`src/rtl/dot_scan_pkg.sv`:
```
// dot_scan_pkg
//   Shared constants and helpers for the dot-matrix column-scan driver.
//   - DEF_NCOL / DEF_NROW / DEF_DWELL / DEF_BLANK : default geometry and timing
//   - BRIGHT_W  : width of the brightness control
//   - cnt_width : bit width needed by a counter running 0..dwell-1
package dot_scan_pkg;

  localparam int DEF_NCOL  = 10;
  localparam int DEF_NROW  = 7;
  localparam int DEF_DWELL = 1000;
  localparam int DEF_BLANK = 16;

  localparam int BRIGHT_W  = 3;

  // A counter that must hold dwell-1 needs clog2(dwell) bits; never
  // return zero so a degenerate dwell still gives a legal vector.
  function automatic int cnt_width(input int dwell);
    return (dwell > 1) ? $clog2(dwell) : 1;
  endfunction

endpackage

```
`src/rtl/dot_scan_timer.sv`:
```
// dot_scan_timer
//   Per-column dwell counter and column counter for the scan driver.
//   Both counters only move while en is high.
// Ports:
//   clk        in   system clock
//   reset      in   synchronous active-high reset
//   en         in   scan enable; counters hold when low
//   tick       out  position inside the current column, 0..DWELL-1
//   col        out  current column, 0..NCOL-1
//   col_wrap   out  high in the cycle whose edge ends the current column
//   frame_wrap out  high in the cycle whose edge ends the whole frame
module dot_scan_timer
  import dot_scan_pkg::*;
#(
  parameter int NCOL  = DEF_NCOL,
  parameter int DWELL = DEF_DWELL
) (
  input  logic                        clk,
  input  logic                        reset,
  input  logic                        en,
  output logic [cnt_width(DWELL)-1:0] tick,
  output logic [$clog2(NCOL)-1:0]     col,
  output logic                        col_wrap,
  output logic                        frame_wrap
);

  localparam int TW = cnt_width(DWELL);
  localparam int CW = $clog2(NCOL);

  localparam logic [TW-1:0] TICK_LAST = TW'(DWELL - 1);
  localparam logic [CW-1:0] COL_LAST  = CW'(NCOL - 1);

  // Wrap flags are qualified by en so a stalled scan never commits anything.
  assign col_wrap   = en && (tick == TICK_LAST);
  assign frame_wrap = col_wrap && (col == COL_LAST);

  always_ff @(posedge clk) begin
    if (reset) begin
      tick <= '0;
      col  <= '0;
    end else if (en) begin
      if (col_wrap) begin
        tick <= '0;
        col  <= (col == COL_LAST) ? '0 : col + 1'b1;
      end else begin
        tick <= tick + 1'b1;
      end
    end
  end

endmodule

```
`src/rtl/dot_scan_ctrl.sv`:
```
// dot_scan_ctrl
//   Column-scan driver for a multiplexed LED dot matrix with a
//   double-buffered frame store. Writes always go to the back bank; a swap
//   request is held pending and committed only on the frame wrap, so a
//   frame is never shown half old / half new.
//   Each column lasts DWELL clocks; the first BLANK of them drive nothing
//   to stop ghosting between columns.
//   Optional feature macro: DOT_SCAN_DIM_EN
//     defined   : dot_d is PWM-gated by brightness (on while tick[2:0] <= brightness)
//     undefined : brightness is ignored, dots full-on during the active period
// Ports:
//   clk          in   system clock
//   reset        in   synchronous active-high reset (clears both banks)
//   en           in   scan enable; low freezes the scan and blanks outputs
//   wr_en        in   write strobe into the back bank
//   wr_addr      in   column to write; values >= NCOL are ignored
//   wr_data      in   dot pattern for that column
//   swap         in   request to exchange front and back banks
//   brightness   in   PWM level, 0 dimmest .. 7 full
//   swap_pending out  swap accepted but not yet committed
//   frame_start  out  one-cycle strobe for the tick=0, col=0 output cycle
//   dot_d        out  row drive for the active column
//   dot_scan     out  one-hot column select or all zero
// All outputs are registered from the pre-edge (tick, col) state.
module dot_scan_ctrl
  import dot_scan_pkg::*;
#(
  parameter int NCOL  = DEF_NCOL,
  parameter int NROW  = DEF_NROW,
  parameter int DWELL = DEF_DWELL,
  parameter int BLANK = DEF_BLANK
) (
  input  logic                    clk,
  input  logic                    reset,
  input  logic                    en,
  input  logic                    wr_en,
  input  logic [$clog2(NCOL)-1:0] wr_addr,
  input  logic [NROW-1:0]         wr_data,
  input  logic                    swap,
  input  logic [BRIGHT_W-1:0]     brightness,
  output logic                    swap_pending,
  output logic                    frame_start,
  output logic [NROW-1:0]         dot_d,
  output logic [NCOL-1:0]         dot_scan
);

  localparam int AW = $clog2(NCOL);
  localparam int TW = cnt_width(DWELL);

  localparam logic [AW:0]     NCOL_EXT = NCOL[AW:0];
  localparam logic [NCOL-1:0] COL_ONE  = {{(NCOL-1){1'b0}}, 1'b1};

  logic [TW-1:0]   tick;
  logic [AW-1:0]   col;
  logic            unused_col_wrap;
  logic            frame_wrap;

  // Two banks; front_bank selects the one on display, the other takes writes.
  logic [NROW-1:0] bank_mem [2][NCOL];
  logic            front_bank;
  logic            back_bank;

  logic            addr_ok;
  logic            active;
  logic            show_dots;
  logic [NROW-1:0] front_word;

  dot_scan_timer #(
    .NCOL  (NCOL),
    .DWELL (DWELL)
  ) u_timer (
    .clk        (clk),
    .reset      (reset),
    .en         (en),
    .tick       (tick),
    .col        (col),
    .col_wrap   (unused_col_wrap),
    .frame_wrap (frame_wrap)
  );

  assign back_bank  = ~front_bank;
  // Zero-extended so the range test stays meaningful when NCOL is not a
  // power of two.
  assign addr_ok    = ({1'b0, wr_addr} < NCOL_EXT);
  // Signed integer compare keeps BLANK = 0 well defined.
  assign active     = en && (int'(tick) >= BLANK);
  assign front_word = bank_mem[front_bank][col];

`ifdef DOT_SCAN_DIM_EN
  // PWM over the low three tick bits: level n lights n+1 of every 8 clocks.
  assign show_dots = (BRIGHT_W'(tick) <= brightness);
`else
  logic unused_brightness;
  assign unused_brightness = ^brightness;
  assign show_dots         = 1'b1;
`endif

  always_ff @(posedge clk) begin
    if (reset) begin
      for (int b = 0; b < 2; b++) begin
        for (int c = 0; c < NCOL; c++) begin
          bank_mem[b][c] <= '0;
        end
      end
      front_bank   <= 1'b0;
      swap_pending <= 1'b0;
      dot_d        <= '0;
      dot_scan     <= '0;
      frame_start  <= 1'b0;
    end else begin
      // A write in the commit cycle lands in the bank that is about to
      // become front, because back_bank is taken from the pre-edge value.
      if (wr_en && addr_ok) begin
        bank_mem[back_bank][wr_addr] <= wr_data;
      end

      // Commit wins over a coincident request; that request is dropped.
      if (frame_wrap && swap_pending) begin
        front_bank   <= ~front_bank;
        swap_pending <= 1'b0;
      end else if (swap) begin
        swap_pending <= 1'b1;
      end

      dot_scan    <= active ? (COL_ONE << col) : '0;
      dot_d       <= (active && show_dots) ? front_word : '0;
      frame_start <= en && (tick == '0) && (col == '0);
    end
  end

endmodule

```
`config.mk`:
```
export PLATFORM = sky130hd
export DESIGN_NAME = dot_scan_ctrl
export DESIGN_NICKNAME = d
export VERILOG_FILES = /design/src/rtl/dot_scan_pkg.sv /design/src/rtl/dot_scan_timer.sv /design/src/rtl/dot_scan_ctrl.sv
export SDC_FILE = /design/constraint.sdc
export NUM_CORES = 1
export LEC_CHECK = 0
export ABC_AREA = 1
export CAP_MARGIN = 5
export CORE_AREA = 2 2 117 119
export DETAILED_ROUTE_END_ITERATION = 8
export DIE_AREA = 0 0 119 121
export DONT_BUFFER_PORTS = 1
export PLACE_DENSITY_LB_ADDON = 0.08
export SLEW_MARGIN = 0
export SYNTH_ARGS = -nofsm -noshare
export SYNTH_HDL_FRONTEND = slang
export SYNTH_SLANG_ARGS = --single-unit
export TNS_END_PERCENT = 100
```
`constraint.sdc`:
```
create_clock -name clk -period 2.8 [get_ports clk]
set_input_delay 0.28 -clock clk [delete_from_list [all_inputs] [get_ports clk]]
set_output_delay 0.28 -clock clk [all_outputs]
set_load 0.01 [all_outputs]
```
After elaboration in Yosys (flattened, before gate mapping)
Memory sizes are Yosys's and may differ from the RTL's. A register that Yosys moved wholly into a read port is not among the register bits.
Index checks and enable logic that the tools add are counted.
- memories kept: 1
- register bits: 34
- bits of input ports: 19
- word-level logic and storage cells: 53
- output and inout bits: 19
- memory bits (writable): 140
- memories (memory ; words ; width ; read ports ; clocked after Yosys merged registers in ; write ports ; line ; RTL):
    bank_mem ; 2 ; 70 ; 1 ; 1 ; 2 ; dot_scan_ctrl.sv:59 ; logic [NROW-1:0] bank_mem [2][NCOL];
- reduce and logical (&&, ||, !) cells: 14
- mux-type cells: 17
- $lt $le $gt $ge: 5
- add/subtract/negate cells: 2
- eq/ne operators: 2
- shift-type cells: 1
- bitwise logic cells: 4
- operators with widths (operator ; count):
    70-bit two-way mux ; 3
    70-bit OR reduction ; 1
    7-bit binary-select mux with 4-bit select ; 1
    7-bit demux with 4-bit select ; 1
    7-bit two-way mux ; 3
    10-bit by 1-bit adder with 10-bit output (second input constant) ; 1
    10-bit equality test (second input constant) ; 1
    10-bit by 5-bit >= comparator with 1-bit output (second input constant) ; 1
    5-bit >= comparator (second input constant) ; 2
    10-bit zero test ; 1
    10-bit two-way mux ; 1
    4-bit inverter with 5-bit output ; 2
    1-bit by 4-bit left shift with 10-bit output (first input constant) ; 1
    1-bit logical AND ; 8
    1-bit two-way mux ; 7
    5-bit by 1-bit < comparator with 1-bit output (second input constant) ; 1
    4-bit by 1-bit adder with 4-bit output (second input constant) ; 1
    4-bit equality test (second input constant) ; 1
    4-bit zero test ; 1
    4-bit < comparator (second input constant) ; 1
    4-bit two-way mux ; 1
    2-bit OR reduction ; 2
    1-bit inverter ; 2
    2-bit AND reduction ; 1

Depth between registers and ports, before layout
- depth in word-level cells: 8
- mapped depth: 10
- gate-level depth less buffers: 10

Modules after synthesis
A second synthesis with hierarchy kept.
- cells, all modules: 885
- area, all modules: 7973.9 µm²
- modules (own cells, without submodules) (module ; cells each ; seq. area each (µm²) ; area each (µm²) ; instances):
    dot_scan_ctrl ; 767 ; 4624.4 ; 7198.2 ; 1
    dot_scan_timer ; 118 ; 280.3 ; 775.7 ; 1

Worst setup path after synthesis
No wires, ideal clock.
- path kind: in2reg
- start point: input port wr_addr[1]
- end point: memory bank_mem[1][35] (netlist name) (enable)
- stages: 4
- library setup time: 0.381 ns
- required time: 2.419 ns
- setup slack: 1.071 ns
- buffers on the path: 0
- arrival time: 1.349 ns
- path through: or2_2 -> nor2_1 -> nand2_1 -> o21ai_0
- RTL lines (item ; line ; RTL):
    start: declaration ; dot_scan_ctrl.sv:37 ; input logic [$clog2(NCOL)-1:0] wr_addr,
    end: declaration ; dot_scan_ctrl.sv:59 ;

==> summary.md <==
| Metric | Value |
|---|---|
| Seq/Total Area, Yosys | `between 60 and 70%` |
| Endpoints failing setup | `0` |
| Pre-CTS setup slack | `0.5824 ns` |
| Worst Slack Setup Final | `0.8151 ns` |
| Vias in the first global route | `5607` |
| Area of the multi-input gates | `roughly 2200 sq um` |
| Max Freq | `503.8 MHz` |
| Area Growth Syn to Fin | `13.41%` |
| WL per Instance | `18.46 um` |
| Area after DPL | `8092 sq um` |
| # resized after CTS | `0` |
| Worst-case clock skew | `about 0.0066 ns` |
| Post-synth cell types | `31` |
| Clock sinks | `about 180` |
| Root Driver | `clkbuf_16` |
| CP arrival | `2.32 ns` |
| PortBufs | `0` |
| Hold_ws | `0.02734 ns` |
| Post-synth net total | `872` |
| Post-synthesis sequential element count | `175` |
| Worst hold path type | `input pin to flop` |
| Synthesis Warnings | `0` |
| Initial antenna violation count | `0` |
| Design area | `8835 sq um` |
| Top FF cell, synth | `edfxtp_1` |
| # nets final | `895` |
| Count leader, synth | `nand2_1` |
| Number of synthesized flops with an enable pin | `140` |
| Max Cap Viol | `0` |
| Starting Density | `about 60%` |
| Die area | `14400 sq um` |
| TritonCTS clock tree | `yes` |
| Final Power | `5.981 mW` |
| Antenna diodes | `0` |
| GRT Overall Usage | `roughly 29%` |
| Crit Path Max Fanout | `26` |
| Sequential cell area | `4906 sq um` |
| Critical path type | `flop to flop` |
| Status | `complete, no violations` |
| Overflow after GRT | `0` |
| Fillers | `965` |
| Worst slew pin tran | `0.8701 ns` |
| Routed wire length | `about 20000 um` |
| DR DRC count | `0` |
| PwrDens | `677.0 nW/um^2` |
| Die Y | `121 um` |
| Placed cells | `1028` |
| CTS max path bufs | `2` |
| First-pass GRT wire length | `30240 um` |
| Num rows | `42` |
| DR vias/cell | `5.534` |
| Layout cell share with drive strength beyond 1 | `9.696%` |
| Pre-Repair DR Iteration Count | `7` |
| Critical path required time | `~3.1 ns` |
| Async set or reset register ratio after synthesis | `0%` |
| Final hold vios | `0` |
| Synth top area cells | `edfxtp_1 54%, dfxtp_1 9.0%, nand2_1 8.6%` |
| Mapped cell area | `7790 sq um` |
| DP Wirelength | `13390 um` |
| Largest net degree at the start of global routing | `32` |
| Setup Total Neg Slack | `0 ns` |
| Max rail drop VDD | `between 0.6 and 0.7 mV` |
| Commonest cells post-synth | `179 x nand2_1, 167 x nor2_1, 140 x edfxtp_1` |
| Total CTS buffers | `17` |
| Core Area | `13090 sq um` |
| Leakage power | `3.795 nW` |
| Crit share post-route | `70.89%` |
| Crit. End Element | `flop` |
| Final GP Congestion | `0.9265` |
| Final Max Slew Viols | `0` |
| Via count | `5883` |
| Mean Syn Cell Area | `9.154 sq um` |
| Top cell type's share of synthesized area | `a little over half` |
| Setup Buffers After CTS | `0` |
| Clock H-tree levels | `4` |
| I/O pin count | `38` |
| Fin cells | `~1.1k` |
| Worst rel slew slack | `41.93%` |
| RSZ-0062 raised after global routing | `no` |
| Startpoint Class | `flop` |
| Worst-path clk slew | `0.06 ns` |
| Minimum clock period | `1.985 ns` |
| Routed Antenna Nets | `0` |
| Die width | `119 um` |
| Skew-Pair Late Insertion Delay | `0.43 ns` |
| Initial DRC count | `approximately 770` |
| Post-synth top area cell | `edfxtp_1` |
| Mapped Cells | `851` |
| Core Util, Final | `around two thirds` |
flip-flops by register name, indices dropped and copies added, names as in the netlist, named ones only:
name and cells:
u_timer.tick 10, bank_mem 140, swap_pending 1, dot_d 7, frame_start 1, u_timer.col 4
front_bank 1, dot_scan 10
cell type report:
type | instances | share of cell area [%]
clock inverter | 15 | 3.257
sequential | 175 | 55.53
inverter | 137 | 5.821
timing repair buffer | 30 | 2.634
clock buffer | 17 | 4.815
tap | 176 | 2.493
multi-input combinational | 513 | 25.45
cell usage in the layout, fill, tap and decap left out, types with 9 or more instances in the layout:
cell,n
buf_4,27
dfxtp_1,34
o211ai_1,9
nand3_1,61
a21oi_1,10
edfxtp_1,140
o21ai_1,11
nand2_1,179
inv_1,129
or2_2,12
o21ai_0,28
clkbuf_16,17
nor2_1,167
where the power goes:
part | switching (mW) | total, mW | internal (mW)
clock network | 0.991 | 2.84 | 1.85
logic | 0.155 | 0.211 | 0.0562
registers | 0.0283 | 2.93 | 2.90
total | 1.17 | 5.98 | 4.81
kinds of logic (layout without fill, tap and decap cells):
kind of cell             count (synthesis)  after routing  share of synthesized area, %
AND/OR/NAND/NOR                        450            450                         24.22
buffers and inverters                  163            199                         8.175
adder cells (fa/ha/maj)                  2              2                        0.3212
AO/OA/AOI/OAI                           61             61                         4.321
flip-flops                             175            175                         62.96
routing by layer:
layer  wire length (um)  GRT usage (%)  vias to the layer above
met5                  0              0                        -
met4                348          9.598                        0
met3               1980          7.754                       31
met2               9267          46.01                      304
met1               8029          39.04                     2773
li1                   -              -                     2775
path summary, 6_finish.rpt:
path                                        end  slack (ns)             from  cells past startpoint
worst max-delay path                   dot_d[5]        0.82             flop                      8
worst min-delay path            u_timer.tick[0]        0.03               en                      3
worst min register to register  u_timer.tick[0]        0.51  u_timer.tick[0]                      2
worst max register to register         dot_d[5]        0.82             flop                      8
timing repair:
item | CTS | global route
hold buffers | 3 | 0
endpoints found under the hold margin | 6 | 0
endpoints found under the setup margin | 0 | 0
critical path, cell delays in order, from the launching register on:
cell and delay, ns:
dfxtp_2 0.61, buf_4 0.35, nand2_1 0.09, nand3_1 0.10, nand2_1 0.06, o21ai_0 0.35, nand3_1 0.19, nand2_1 0.11
inv_1 0.04
No activity file was read; power rests on OpenSTA's default activity.
